## src/rtl/sdram_port_if.sv

```systemverilog
// Toggle-handshake command port between the arbiter (master)
// and the SDRAM controller (slave).
interface sdram_port_if;
  logic        req;
  logic        ack;
  logic        we;
  logic [23:1] a;
  logic [1:0]  ds;
  logic [15:0] d;
  logic [15:0] q;

  modport master (
    output req, we, a, ds, d,
    input  ack, q
  );

  modport slave (
    input  req, we, a, ds, d,
    output ack, q
  );
endinterface

```

## src/rtl/sdram_port_arb.sv

```systemverilog
// Round-robin arbiter sharing one toggle-handshake SDRAM port
// between three clients, with a watchdog on stuck transactions.
module sdram_port_arb #(
  parameter int TIMEOUT = 255
) (
  input  logic         clk,
  input  logic         reset,
  input  logic         c0_req,
  input  logic         c0_we,
  input  logic [23:1]  c0_a,
  input  logic [1:0]   c0_ds,
  input  logic [15:0]  c0_d,
  output logic         c0_ack,
  output logic [15:0]  c0_q,
  input  logic         c1_req,
  input  logic         c1_we,
  input  logic [23:1]  c1_a,
  input  logic [1:0]   c1_ds,
  input  logic [15:0]  c1_d,
  output logic         c1_ack,
  output logic [15:0]  c1_q,
  input  logic         c2_req,
  input  logic         c2_we,
  input  logic [23:1]  c2_a,
  input  logic [1:0]   c2_ds,
  input  logic [15:0]  c2_d,
  output logic         c2_ack,
  output logic [15:0]  c2_q,
  sdram_port_if.master port,
  output logic         err,
  output logic         busy
);
  typedef enum logic {IDLE, WAIT} state_t;

  localparam logic [15:0] WD_LAST = 16'(TIMEOUT - 1);

  state_t      state;
  logic [1:0]  grant;
  logic [1:0]  rr;
  logic [1:0]  p1;
  logic [1:0]  p2;
  logic [1:0]  pick;
  logic [15:0] wdog;
  logic [2:0]  ack;
  logic [2:0]  pend;
  logic        found;
  logic        done;
  logic        tmo;
  logic        sel_we;
  logic [23:1] sel_a;
  logic [1:0]  sel_ds;
  logic [15:0] sel_d;
  logic [15:0] rd_data;

  function automatic logic [1:0] nxt(input logic [1:0] x);
    return (x == 2'd2) ? 2'd0 : x + 2'd1;
  endfunction

  assign pend   = {c2_req, c1_req, c0_req} ^ ack;
  assign p1     = nxt(rr);
  assign p2     = nxt(p1);
  assign c0_ack = ack[0];
  assign c1_ack = ack[1];
  assign c2_ack = ack[2];

  always_comb begin
    found = 1'b1;
    pick  = rr;
    if (pend[rr])      pick = rr;
    else if (pend[p1]) pick = p1;
    else if (pend[p2]) pick = p2;
    else               found = 1'b0;
  end

  always_comb begin
    sel_we = c0_we;
    sel_a  = c0_a;
    sel_ds = c0_ds;
    sel_d  = c0_d;
    unique case (pick)
      2'd1: begin
        sel_we = c1_we;
        sel_a  = c1_a;
        sel_ds = c1_ds;
        sel_d  = c1_d;
      end
      2'd2: begin
        sel_we = c2_we;
        sel_a  = c2_a;
        sel_ds = c2_ds;
        sel_d  = c2_d;
      end
      default: ;
    endcase
  end

  // A timed-out read returns all ones so the owner can spot it
  assign done    = (port.ack == port.req);
  assign tmo     = !done && (wdog == WD_LAST);
  assign rd_data = done ? port.q : 16'hFFFF;

  always_ff @(posedge clk or posedge reset) begin
    if (reset) begin
      state    <= IDLE;
      grant    <= 2'd0;
      rr       <= 2'd0;
      wdog     <= 16'd0;
      ack      <= 3'd0;
      c0_q     <= 16'd0;
      c1_q     <= 16'd0;
      c2_q     <= 16'd0;
      port.req <= 1'b0;
      port.we  <= 1'b0;
      port.a   <= '0;
      port.ds  <= 2'd0;
      port.d   <= 16'd0;
      err      <= 1'b0;
      busy     <= 1'b0;
    end else begin
      unique case (state)
        IDLE: begin
          if (found) begin
            grant    <= pick;
            port.we  <= sel_we;
            port.a   <= sel_a;
            port.ds  <= sel_ds;
            port.d   <= sel_d;
            port.req <= ~port.req;
            wdog     <= 16'd0;
            busy     <= 1'b1;
            state    <= WAIT;
          end
        end
        WAIT: begin
          if (done || tmo) begin
            if (!port.we) begin
              unique case (grant)
                2'd1:    c1_q <= rd_data;
                2'd2:    c2_q <= rd_data;
                default: c0_q <= rd_data;
              endcase
            end
            ack[grant] <= ~ack[grant];
            rr         <= nxt(grant);
            busy       <= 1'b0;
            state      <= IDLE;
            if (tmo) begin
              err      <= 1'b1;
              port.req <= port.ack;
            end
          end else if (wdog != 16'hFFFF) begin
            wdog <= wdog + 16'd1;
          end
        end
        default: state <= IDLE;
      endcase
    end
  end
endmodule
```

## src/flat_wrapper.sv

```systemverilog
// flat-port wrapper written by rule: the top's interface ports become plain ports
module sdram_port_arb_flat 
#(
  parameter int TIMEOUT = 255
)
  (clk, reset, c0_req, c0_we, c0_a, c0_ds, c0_d, c0_ack, c0_q, c1_req, c1_we, c1_a, c1_ds, c1_d, c1_ack, c1_q, c2_req, c2_we, c2_a, c2_ds, c2_d, c2_ack, c2_q, err, busy, port_req, port_we, port_a, port_ds, port_d, port_ack, port_q);
  sdram_port_if port_i ();
  input  logic clk;
  input  logic reset;
  input  logic c0_req;
  input  logic c0_we;
  input  logic [23:1] c0_a;
  input  logic [1:0] c0_ds;
  input  logic [15:0] c0_d;
  output logic c0_ack;
  output logic [15:0] c0_q;
  input  logic c1_req;
  input  logic c1_we;
  input  logic [23:1] c1_a;
  input  logic [1:0] c1_ds;
  input  logic [15:0] c1_d;
  output logic c1_ack;
  output logic [15:0] c1_q;
  input  logic c2_req;
  input  logic c2_we;
  input  logic [23:1] c2_a;
  input  logic [1:0] c2_ds;
  input  logic [15:0] c2_d;
  output logic c2_ack;
  output logic [15:0] c2_q;
  output logic err;
  output logic busy;
  output wire logic [$bits(port_i.req)-1:0] port_req;
  output wire logic [$bits(port_i.we)-1:0] port_we;
  output wire logic [$bits(port_i.a)-1:0] port_a;
  output wire logic [$bits(port_i.ds)-1:0] port_ds;
  output wire logic [$bits(port_i.d)-1:0] port_d;
  input wire logic [$bits(port_i.ack)-1:0] port_ack;
  input wire logic [$bits(port_i.q)-1:0] port_q;
  assign port_req = port_i.req;
  assign port_we = port_i.we;
  assign port_a = port_i.a;
  assign port_ds = port_i.ds;
  assign port_d = port_i.d;
  assign port_i.ack = port_ack;
  assign port_i.q = port_q;
  sdram_port_arb #(.TIMEOUT(TIMEOUT)) u_core (.clk(clk), .reset(reset), .c0_req(c0_req), .c0_we(c0_we), .c0_a(c0_a), .c0_ds(c0_ds), .c0_d(c0_d), .c0_ack(c0_ack), .c0_q(c0_q), .c1_req(c1_req), .c1_we(c1_we), .c1_a(c1_a), .c1_ds(c1_ds), .c1_d(c1_d), .c1_ack(c1_ack), .c1_q(c1_q), .c2_req(c2_req), .c2_we(c2_we), .c2_a(c2_a), .c2_ds(c2_ds), .c2_d(c2_d), .c2_ack(c2_ack), .c2_q(c2_q), .port(port_i), .err(err), .busy(busy));
endmodule
```

## config.mk

```make
export PLATFORM = sky130hd
export DESIGN_NAME = sdram_port_arb_flat
export DESIGN_NICKNAME = d
export VERILOG_FILES = /design/src/rtl/sdram_port_if.sv /design/src/rtl/sdram_port_arb.sv /design/src/flat_wrapper.sv
export SDC_FILE = /design/constraint.sdc
export NUM_CORES = 1
export LEC_CHECK = 0
export BUFFER_PORTS_ARGS = -buffer_cell sky130_fd_sc_hd__buf_2
export CAP_MARGIN = 5
export CORE_MARGIN = 1.5
export CORE_UTILIZATION = 42
export CTS_BUF_LIST = sky130_fd_sc_hd__clkbuf_8
export DETAILED_ROUTE_END_ITERATION = 10
export GPL_TIMING_DRIVEN = 1
export PLACE_DENSITY = 0.7
export RECOVER_POWER = 25
export SETUP_SLACK_MARGIN = 0.4
export SYNTH_ARGS = -nofsm -noshare
export SYNTH_HDL_FRONTEND = slang
export SYNTH_SLANG_ARGS = --single-unit
```

## constraint.sdc

```tcl
create_clock -name clk -period 4.9 [get_ports clk]
set_input_delay 0.49 -clock clk [delete_from_list [all_inputs] [get_ports clk]]
set_output_delay 0.49 -clock clk [all_outputs]
set_load 0.02 [all_outputs]
```

* After elaboration in Yosys (flattened, before gate mapping)
Index checks and enable logic that the tools add are counted.
** Storage, ports and cells
- Flip-flop bits (word level) :: 117
- Input bits :: 148
- Output and inout bits :: 96
- Word-level logic and storage cells :: 97
** Cells by class
- Add/subtract/negate cells :: 4
- $lt $le $gt $ge :: 5
- Equality and inequality tests :: 14
- Multiplexer cells :: 39
- Bitwise gates (word level) :: 6
- Reductions and logical operators :: 14
** Operators with widths (number)
- two-way mux 16 bit :: 4
- case mux 16 bit (2 select lines) :: 2
- case mux 23 bit (2 select lines) :: 1
- adder 16 x 1 -> 16 bit (second input constant) :: 1
- == test 16 x 8 -> 1 bit (second input constant) :: 1
- != test 16 bit (second input constant) :: 1
- two-way mux 1 bit :: 15
- less-than comparator 2 x 3 -> 1 bit (second input constant) :: 4
- two-way mux 2 bit :: 6
- AND reduction 4 bit :: 3
- AND reduction 3 bit :: 3
- binary-select mux 1 bit (select 2 bit) :: 4
- == test 2 bit (second input constant) :: 4
- != test 2 bit (second input constant) :: 4
- case mux 1 bit (2 select lines) :: 4
- adder 2 x 1 -> 2 bit (second input constant) :: 3
- AND reduction 2 bit :: 3
- NOT 1 bit :: 5
- == test 2 x 1 -> 1 bit (second input constant) :: 2
- case mux 2 bit (2 select lines) :: 1
- bitwise mux 3 bit :: 1
- XOR 3 bit :: 1
- demux 1 bit (select 2 bit) :: 1
- greater-or-equal comparator 2 x 1 -> 1 bit (second input constant) :: 1
- other kinds (6) :: 7

* Longest topological paths before layout
Gate-level depths: netlist (run 1).
- Depth in word-level cells :: 11
- Mapped depth :: 12
- Depth with buffers taken out :: 10

* Worst setup path after synthesis (run 1)
No wires, ideal clock.
- Path type :: reg-to-reg
- Start point :: register u_core.ack[0]
- End point :: register u_core.port.a[1]
- Setup time :: 0.134 ns
- Arrival :: 2.308 ns
- Data required time :: 4.766 ns
- Setup slack :: 2.458 ns
- Cell stages (with the launch flop) :: 12
- Path buffers :: 2
- Clock period less this slack :: 2.442 ns
- Path through :: dfrtp_1 xor2_1 inv_1 o21a_1 a21oi_1 inv_1 ha_1 clkbuf_1 buf_1 nor2_1 a21oi_1 o21ai_0
** On the way
- Cells in the longest elaborated chain, start to end :: 8
- Elaborated cells between the ends (all ways) :: 17
- Classes of those cells :: 2 x eq/ne; 13 x mux; 1 x bitwise; 1 x reduce/logical
** Ends and longest elaborated chain
- start, declared :: line sdram_port_arb.sv:44 : logic [2:0] ack;
- start signal, assigned by index :: line sdram_port_arb.sv:143 : ack[grant] <= ~ack[grant];
- XOR 3 bit (*) :: line sdram_port_arb.sv:59 : assign pend = {c2_req, c1_req, c0_req} ^ ack;
- binary-select mux 1 bit (select 2 bit) :: line sdram_port_arb.sv:71 : else if (pend[p2]) pick = p2;
- two-way mux 1 bit (implied by the code) :: line sdram_port_arb.sv:71
- two-way mux 2 bit :: line sdram_port_arb.sv:71
- two-way mux 2 bit :: line sdram_port_arb.sv:70 : else if (pend[p1]) pick = p1;
- two-way mux 2 bit (*) :: line sdram_port_arb.sv:69 : if (pend[rr]) pick = rr;
- via u_core.pick[1] :: line sdram_port_arb.sv:42 : logic [1:0] pick;
- == test 2 bit or == test 2 x 1 -> 1 bit (tied branches) :: line sdram_port_arb.sv:80 : unique case (pick)
- case mux 23 bit (2 select lines) (*) :: line sdram_port_arb.sv:80
- end signal, assigned :: line sdram_port_arb.sv:125 : port.a <= sel_a;
- end, declared :: line sdram_port_if.sv:13 : output req, we, a, ds, d,
The timed path passes the listed nets; every way through them passes the cells marked *. The select of a mux whose other input is x is not followed.
A chain may end at the register's enable or synchronous reset.

* Worst setup path after layout (run 1)
- Start point :: register u_core.ack[0]
- End point :: register u_core.port.a[10]
The elaborated chain is that of the path after synthesis.

==> results of run 1 <==
report_power, final:
group	leakage [nW]	internal, W	switching, W	total (W)
clock network	0.196	0.000456	0.000419	0.000875
registers	1.39	0.00138	0.000277	0.00166
logic	1.98	0.00109	0.00211	0.00320
kinds of logic (layout without fill, tap and decap cells):
group                    count (synthesis)  in the layout  share of synthesized area [%]
AO/OA/AOI/OAI                          231            231                           24.6
XOR/XNOR                                 5              5                          0.762
adder cells (fa/ha/maj)                  9              9                           1.96
buffers and inverters                   55            296                           4.07
flip-flops                             117            117                           50.9
multiplexers                             8              8                           1.52
other                                    0              2                              0
AND/OR/NAND/NOR                        212            212                           16.2
cell usage after synthesis, types with 2 or more instances:
master      n
a211o_1     2
a211oi_1    5
a21o_1      2
a21oi_1    84
a22o_1      2
a22oi_1    42
a31oi_1     7
and2_1      4
and3_1      4
and4_1      4
buf_1       3
buf_2      10
buf_6       2
clkbuf_1   28
dfrtp_1   117
ha_1        9
inv_1      11
mux2_2      6
mux2i_1     2
nand2_1    78
nand3_1    10
nor2_1    100
nor2b_1     2
nor3_1      2
o211ai_1    4
o21a_1      2
o21ai_0    50
o21ai_1     7
o21ai_2    10
o22ai_1     2
o31a_1      2
o41ai_1     2
or4_1       2
xor2_1      4
metal layers:
| metal | vias to the layer above | GRT usage, % | routed length, um |
|---|---|---|---|
| li1 | 2716 | - | - |
| met1 | 2484 | 27.1 | 6510 |
| met2 | 194 | 38.4 | 8080 |
| met3 | 20 | 7.27 | 1030 |
| met4 | 0 | 9.67 | 339 |
| met5 | - | 0 | 0 |
worst max-delay path: stages (launching register included):
cell	delay (ns)
dfrtp_1	0.42
xor2_1	0.29
inv_1	0.10
o21a_1	0.19
a21oi_1	0.19
inv_1	0.07
ha_2	0.84
buf_4	0.37
nor2_1	0.07
a21oi_1	0.12
o21ai_0	0.09
registers in the layout, summed over array words and instances, names as in the netlist:
register / flops
u_core.state: 1
u_core.rr: 2
u_core.c1_q: 16
u_core.c0_q: 16
u_core.err: 1
u_core.c2_q: 16
u_core.port.d: 16
u_core.wdog: 16
u_core.grant: 2
u_core.busy: 1
u_core.port.req: 1
u_core.ack: 3
u_core.port.a: 23
u_core.port.we: 1
u_core.port.ds: 2
final cells by class:
| type | count | area (um2) |
|---|---|---|
| tap | 176 | 220 |
| sequential | 117 | 2930 |
| antenna | 2 | 5.00 |
| clock inverter | 15 | 156 |
| multi-input combinational | 465 | 2600 |
| fill | 1249 | 5830 |
| timing repair buffer | 252 | 1280 |
| clock buffer | 17 | 234 |
| inverter | 12 | 46.3 |
how the worst max path moves through the flow:
stage / startpoint / endpoint / slack, ns
global route: reset / u_core.c1_q[4] / 1.56
finish: u_core.ack[0] / u_core.port.a[10] / 1.99
detailed placement: c0_req / u_core.port.a[10] / 1.85
CTS: u_core.ack[0] / u_core.port.a[7] / 1.99
global placement: c0_req / u_core.port.a[2] / 1.94
floorplan: reset / u_core.ack[0] / 1.31
per-stage QoR:
step	util, %	total power (W)	setup WS (ns)
5_1_grt	56.2	0.00624	1.56
6_report	56.2	0.00573	1.99
2_1_floorplan	-	0.00400	1.31
3_5_place_dp	53.3	0.00491	1.85
4_1_cts	56.2	0.00579	1.99
3_3_place_gp	53.3	0.00483	1.94
cells in the final DEF (no fill, tap or decap), types with 8 or more instances in the layout:
| cell | Yosys | routed |
|---|---|---|
| buf_2 | 10 | 237 |
| dfrtp_1 | 117 | 117 |
| nor2_1 | 100 | 100 |
| a21oi_1 | 84 | 82 |
| nand2_1 | 78 | 78 |
| o21ai_0 | 50 | 50 |
| a22oi_1 | 42 | 42 |
| clkbuf_8 | 0 | 17 |
| inv_1 | 11 | 11 |
| nand3_1 | 10 | 10 |
| o21ai_2 | 10 | 10 |
| buf_4 | 0 | 9 |
| ha_1 | 9 | 8 |
==> results.cfg, run 1 <==
[synthesis]
yosysWarnings = 0
synth_fp_nets = 794
synth_top_cell_by_area = dfrtp_1
synth.yosys.seq_area_share_pct = 50.9
syn_area_per_cell_um2 = 9.02
synthFlopType = dfrtp_1
yosys.area.top_type_share_pct = 50.9
synth_edf_count = 0
synth.area.top_cells = dfrtp_1 (51%), a21oi_1 (7.3%), nor2_1 (6.5%), a22oi_1 (5.5%), nand2_1 (5.1%)
syn_area_um2 = 5750
syn_inst = 637
ys_types = 50
async_reset_ff_share_pct = 100
synth-seq-cells = 117

[placement]
globalplace.congestion = 0.817
io_buffers = 243
place_area_um2 = 7080
dpl.hpwl_um = 11800
numPlacedInstances = 1022

[critical_path]
crit_fanout = 48
worstRegToRegCells = 10
rr_endpoint = u_core.port.a[10]
rrSetupSlack_ns = 1.99
crit_path_end_kind = register
cp_data_required_time_ns = 5.20
startpoint_type = register
crit_arrival_ns = 3.21
path_class = reg2reg
reg2reg_from = u_core.ack[0]

[clock_network]
root_buffer = clkbuf_8
holdBufCountCts = 0
h-tree-depth = 4
clockBufferDepth = 2
clock-sinks = 117
clkTransAtPathRegs_ns = 0.07
cts_tree = done
numCtsBuffers = 17
cts_resized = 0
cts_setup_buffers = 0
clk_latency_ns = 0.43

[timing]
timing.final.crit_period_ns = 2.91
finalCritPeriodShare_pct = 59.3
holdWs_ns = 0.325
fin_skew_ns = 0.00777
fin_setup_tns_ns = 0
slew_headroom_pct = -130
worst_slew_pin_slew_ns = 3.43
setup_violations = 0
rsz0062_at_grt = false
max_freq_mhz = 344
slew_violations = 78
hold_viol_final = 0

[layout]
drive_gt1_share_pct = 34.7
final_cells = 1056
nets = 1022
area_delta_synth_final_pct = 30.0
finalInstanceArea_um2 = 7470

[detailed_routing]
wl_per_cell_um = 15.1
postRouteAntennaNets = 0
first_pass_iters = 5
drt-vias-per-instance = 5.13
route.vias.total = 5414
drc = 0
drt_iter0_drc = 291
routed_wl_um = 16000

[hold_path]
hold_depth = 3
hp-start = port_q[2]
hold_path_end = u_core.c0_q[2]
hold_class = in2reg

[global_routing]
antenna_found_initial = 2
grt_pass1_vias = 5136
track_usage_pct = 22.9
grt.overflow.total = 0
grt_start_max_net_pins = 78
grt_first_pass_wirelength_um = 25800

[die]
die_x_um = 120
start_util_pct = 43.2
ioPinCount = 244
rows = 42
coreArea_um2 = 13300
die-area_um2 = 14400
die_h_um = 120

[pwr]
powerDensity_nw_per_um2 = 767
power_leakage_nw = 3.57
ir_drop_v = 0.000410

[run_status]
status = finished with violations
violations = max-capacitance violations, max-slew violations

[run]
cap_violations = 1
Power figures use the tool's default switching activity.
==> run 2: changes to the inputs <==
clock period = 2.7 ns   (was 4.9 ns; I/O delays follow)
==> results.cfg, run 2 (synthesis results as in run 1) <==
[run_status]
status = finished with violations
violations = max-capacitance violations, max-slew violations

[global_routing]
grt_start_max_net_pins = 87
grt_pass1_vias = 5358
antenna_found_initial = 1
track_usage_pct = 23.9
grt.overflow.total = 0
grt_first_pass_wirelength_um = 26800

[timing]
setup_violations = 0
max_freq_mhz = 464
hold_viol_final = 0
timing.final.crit_period_ns = 2.16
slew_violations = 32
holdWs_ns = 0.0950
worst_slew_pin_slew_ns = 1.56
rsz0062_at_grt = false
slew_headroom_pct = -4.52
finalCritPeriodShare_pct = 79.8
fin_skew_ns = 0.00850
fin_ws_ns = 0.545
fin_setup_tns_ns = 0

[pwr]
power_leakage_nw = 3.75
powerDensity_nw_per_um2 = 1490
ir_drop_v = 0.00107

[critical_path]
path_class = reg2reg
cp_data_required_time_ns = 3.01
crit_path_end_kind = register
crit_arrival_ns = 2.47
crit_fanout = 27
startpoint_type = register

[run]
cap_violations = 1

[placement]
place_ws_ns = 0.0955
globalplace.congestion = 0.872
dpl.hpwl_um = 11700
numPlacedInstances = 1027
io_buffers = 243

[clock_network]
clk_latency_ns = 0.44
numCtsBuffers = 17
clockBufferDepth = 2
root_buffer = clkbuf_8
clock-sinks = 117
h-tree-depth = 4
clkTransAtPathRegs_ns = 0.07
cts_tree = done

[hold_path]
hold_class = in2reg

[die]
die_h_um = 120
die_x_um = 120
coreArea_um2 = 13300
rows = 42
die-area_um2 = 14400
ioPinCount = 244
start_util_pct = 43.2

[detailed_routing]
postRouteAntennaNets = 0
drt_iter0_drc = 289
first_pass_iters = 5
route.vias.total = 5580
drc = 0
routed_wl_um = 17100
drt-vias-per-instance = 5.21
wl_per_cell_um = 16.0

[layout]
nets = 1039
regMostFlops = u_core.port.a
final_common_cell = buf_2
largest_reg_flops = 23
area_delta_synth_final_pct = 36.6
drive_gt1_share_pct = 37.4
layout_common_cells = buf_2 (243), dfrtp_1 (116), nor2_1 (100), a21oi_1 (80), nand2_1 (78)
final_cells = 1071
==> run 2: cell count changes in the layout (fill, tap and decap cells not counted), moves of 3 or more <==
cell | previous run | this run
o21ai_0 | 50 | 47
clkbuf_1 | 6 | 0
buf_12 | 0 | 9
buf_2 | 237 | 243
o21ai_1 | 7 | 10
==> run 2: critical path: stages, from the launching register on <==
cell and delay (ns):
dfrtp_1 0.42, xor2_2 0.24, inv_1 0.09, o21a_1 0.20, a21oi_2 0.12, inv_1 0.09
ha_4 0.27, buf_12 0.14, buf_16 0.16, a21oi_1 0.18, o21ai_0 0.09
==> run 2: timing repair <==
action	CTS	global route
endpoints found under the setup margin	42	50
cloned	1	1
setup buffers	0	9
pin swaps	2	3
endpoints found under the hold margin	30	0
resized for setup	4	8
hold buffers	1	0
==> run 2: final timing paths <==
path                               startpoint                 to  slack [ns]  cells after the start
min in group asynchronous               reset    u_core.c1_q[11]        0.74                      3
worst max-delay path            u_core.ack[0]  u_core.port.a[20]        0.54                     10
worst min register to register     u_core.err         u_core.err        0.46                      1
worst min-delay path                port_q[2]     u_core.c0_q[2]        0.09                      3
worst max register to register  u_core.ack[0]  u_core.port.a[20]        0.54                     10
max in group asynchronous               reset   u_core.port.a[5]        1.03                      4
==> run 2: report_power, final <==
part / total, W / switching, W / internal [W] / leakage [nW]
logic: 0.00704 / 0.00425 / 0.00279 / 2.15
clock network: 0.00168 / 0.000727 / 0.000956 / 0.204
registers: 0.00299 / 0.000484 / 0.00251 / 1.39
total: 0.0117 / 0.00546 / 0.00625 / 3.75
==> run 2: metrics by stage <==
step	power (W)	cell area, um2	util (%)
final	0.0117	7850	59.1
after global routing	0.0126	7850	59.1
after CTS	0.0113	7700	57.9
after detailed placement	0.00917	7210	54.2
after global placement	0.00907	7210	54.2
after floorplan	0.00728	5760	-
==> run 2: metal layers <==
metal  vias up  part of all wire, %  GRT usage, %
met5         -                    0             0
li1       2749                    -             -
met2       235                   50          39.3
met1      2569                   41          29.7
met4         0                  2.0          8.04
met3        27                  7.8          7.89
==> run 2: area by class of cell <==
| class | instances | area [um2] |
|---|---|---|
| antenna | 1 | 2.50 |
| tap | 176 | 220 |
| timing repair buffer | 269 | 1590 |
| clock inverter | 12 | 154 |
| fill | 1237 | 5440 |
| inverter | 12 | 46.3 |
| sequential | 117 | 2930 |
| multi-input combinational | 465 | 2650 |
| clock buffer | 19 | 262 |
==> run 3: changes to the inputs <==
clock period = 2 ns   (was 2.7 ns; I/O delays follow)
==> results.cfg, run 3 (synthesis results as in run 1) <==
[clock_network]
root_buffer = clkbuf_8
h-tree-depth = 4
clk_latency_ns = 0.45
clockBufferDepth = 2
numCtsBuffers = 17
clkTransAtPathRegs_ns = 0.08
cts_tree = done
clock-sinks = 117

[run_status]
status = finished with violations
violations = negative setup slack

[detailed_routing]
routed_wl_um = 20500
drt_iter0_drc = 336
first_pass_iters = 5
drc = 0
wl_per_cell_um = 18.1
route.vias.total = 6127
postRouteAntennaNets = 0
drt-vias-per-instance = 5.41

[critical_path]
startpoint_type = register
crit_family = compound AO/OA/AOI/OAI gates
worstRegToRegCells = 11
crit_path_start = u_core.ack[0]
rr_endpoint = u_core.port.d[2]
crit_arrival_ns = 2.44
crit_fanout = 8
cpMostUsedCell = a21oi_1
crit_path_end_kind = register
cp_data_required_time_ns = 2.33
worstPathCellList = xor2_4, a21oi_1, o21ai_2, nand2_2, inv_2, ha_4, clkbuf_16, a22oi_2, nor2_1, a21oi_1, o21ai_1
setup.worst_path.end = u_core.port.d[2]
reg2reg_from = u_core.ack[0]
cp_slowest_cell = dfrtp_2
critPathMaxStageDelay_ns = 0.45
path_buf_inv = 2
rrSetupSlack_ns = -0.11
path_class = reg2reg
cp.depth = 11

[timing]
slew_headroom_pct = 30.7
holdWs_ns = 0.0314
max_freq_mhz = 474
worst_slew_pin_slew_ns = 1.03
setup_violations = 48
hold_viol_final = 0
slew_violations = 0
fin_ws_ns = -0.110
timing.final.crit_period_ns = 2.11
fin_skew_ns = 0.0159
finalCritPeriodShare_pct = 106
rsz0062_at_grt = true

[global_routing]
grt_pass1_vias = 5871
met2_usage_pct = 46.5
grt_start_max_net_pins = 56
antenna_found_initial = 0
grt.busiest_layer = met2
grt_first_pass_wirelength_um = 29200
use_met1_pct = 30.5
grt_use_met3_pct = 6.51
track_usage_pct = 26.2
grt.overflow.total = 0

[placement]
io_buffers = 243
place_ws_ns = -0.0915
dpl.hpwl_um = 12100
numPlacedInstances = 1054
globalplace.congestion = 0.882

[layout]
area_delta_synth_final_pct = 66.5
final_common_cell = buf_2
fillCellCount = 993
nets = 1100
layout_common_cells = buf_2 (243), dfrtp_1 (114), nor2_1 (66), nand2_1 (55), o21ai_1 (45)
multi_input_comb_area_um2 = 3600
diodes = 0
regMostFlops = u_core.port.a
register_area_um2 = 2930
final_cells = 1132
largest_reg_flops = 23
drive_gt1_share_pct = 59.4

[die]
rows = 42
ioPinCount = 244
die_x_um = 120
start_util_pct = 43.2
die_h_um = 120
die-area_um2 = 14400
coreArea_um2 = 13300

[pwr]
power_leakage_nw = 4.28
ir_drop_v = 0.00151
finalPower_w = 0.0196
powerDensity_nw_per_um2 = 2050

[hold_path]
hold_class = in2reg
hold_depth = 3

[run]
cap_violations = 0
-- run 3: changes by cell type in the layout (fill, tap and decap cells not counted), moves of 15 or more --
cell     change
a21oi_1     -37
a21oi_2     +33
a22oi_1     -42
a22oi_2     +42
buf_4       +24
buf_6       +18
nand2_1     -23
nand2_2     +15
nor2_1      -34
nor2_4      +26
o21ai_0     -43
o21ai_1     +35
-- run 3: worst register-to-register path, delay by kind of cell (launching register included) --
kind	cells	cell delay, ns
DFF	1	0.45
adders and majority gates	1	0.22
AOI/OAI and AO/OA	5	0.69
buffers and inverters	2	0.25
xor gates and xnor gates	1	0.20
and+or+nand+nor	2	0.17
-- run 3: layout make-up --
cell class / count / share of cell area [%]
Sequential cell: 117 / 30.6
Inverter: 12 / 0.562
Tap cell: 176 / 2.30
Timing Repair Buffer: 329 / 25.0
Clock inverter: 14 / 1.32
Multi-Input combinational cell: 466 / 37.6
Clock buffer: 18 / 2.59
-- run 3: through the flow --
| step | setup TNS [ns] | area, um2 | utilization [%] |
|---|---|---|---|
| 6_report | -2.86 | 9570 | 72.0 |
| 2_1_floorplan | -0.787 | 6270 | - |
| 3_3_place_gp | -0.495 | 7740 | 58.2 |
| 3_5_place_dp | -2.51 | 7740 | 58.2 |
| 5_1_grt | -11.31 | 9570 | 72.0 |
| 4_1_cts | -0.0717 | 8790 | 66.1 |
-- run 3: worst min-delay path by stage --
stage / start / to
2_1_floorplan: port_q[10] / u_core.c0_q[10]
3_3_place_gp: reset / u_core.port.a[23]
3_5_place_dp: reset / u_core.port.a[23]
4_1_cts: port_q[4] / u_core.c0_q[4]
5_1_grt: c0_a[7] / u_core.port.a[7]
6_report: c0_d[15] / u_core.port.d[15]
-- run 3: timing repair --
item                                    4_1_cts  5_1_grt
gates resized for setup                     100      116
pin swaps                                    39       32
hold buffers                                  1        0
endpoints found under the setup margin      115      117
cloned                                        9        8
hold endpoints to repair                     20        0
setup buffers                                11       17
-- run 3: where the power goes --
| part | switching, W | total, W | internal (W) |
|---|---|---|---|
| clock network | 0.00105 | 0.00207 | 0.00102 |
| registers | 0.000854 | 0.00424 | 0.00339 |
| logic | 0.00729 | 0.0133 | 0.00603 |
-- run 3: per-layer routing --
| layer | vias up | wire length (um) | share of wire [%] |
|---|---|---|---|
| li1 | 2873 | - | - |
| met1 | 2993 | 8040 | 39 |
| met4 | 0 | 297 | 1.5 |
| met5 | - | 0 | 0 |
| met3 | 26 | 1120 | 5.5 |
| met2 | 235 | 11000 | 54 |
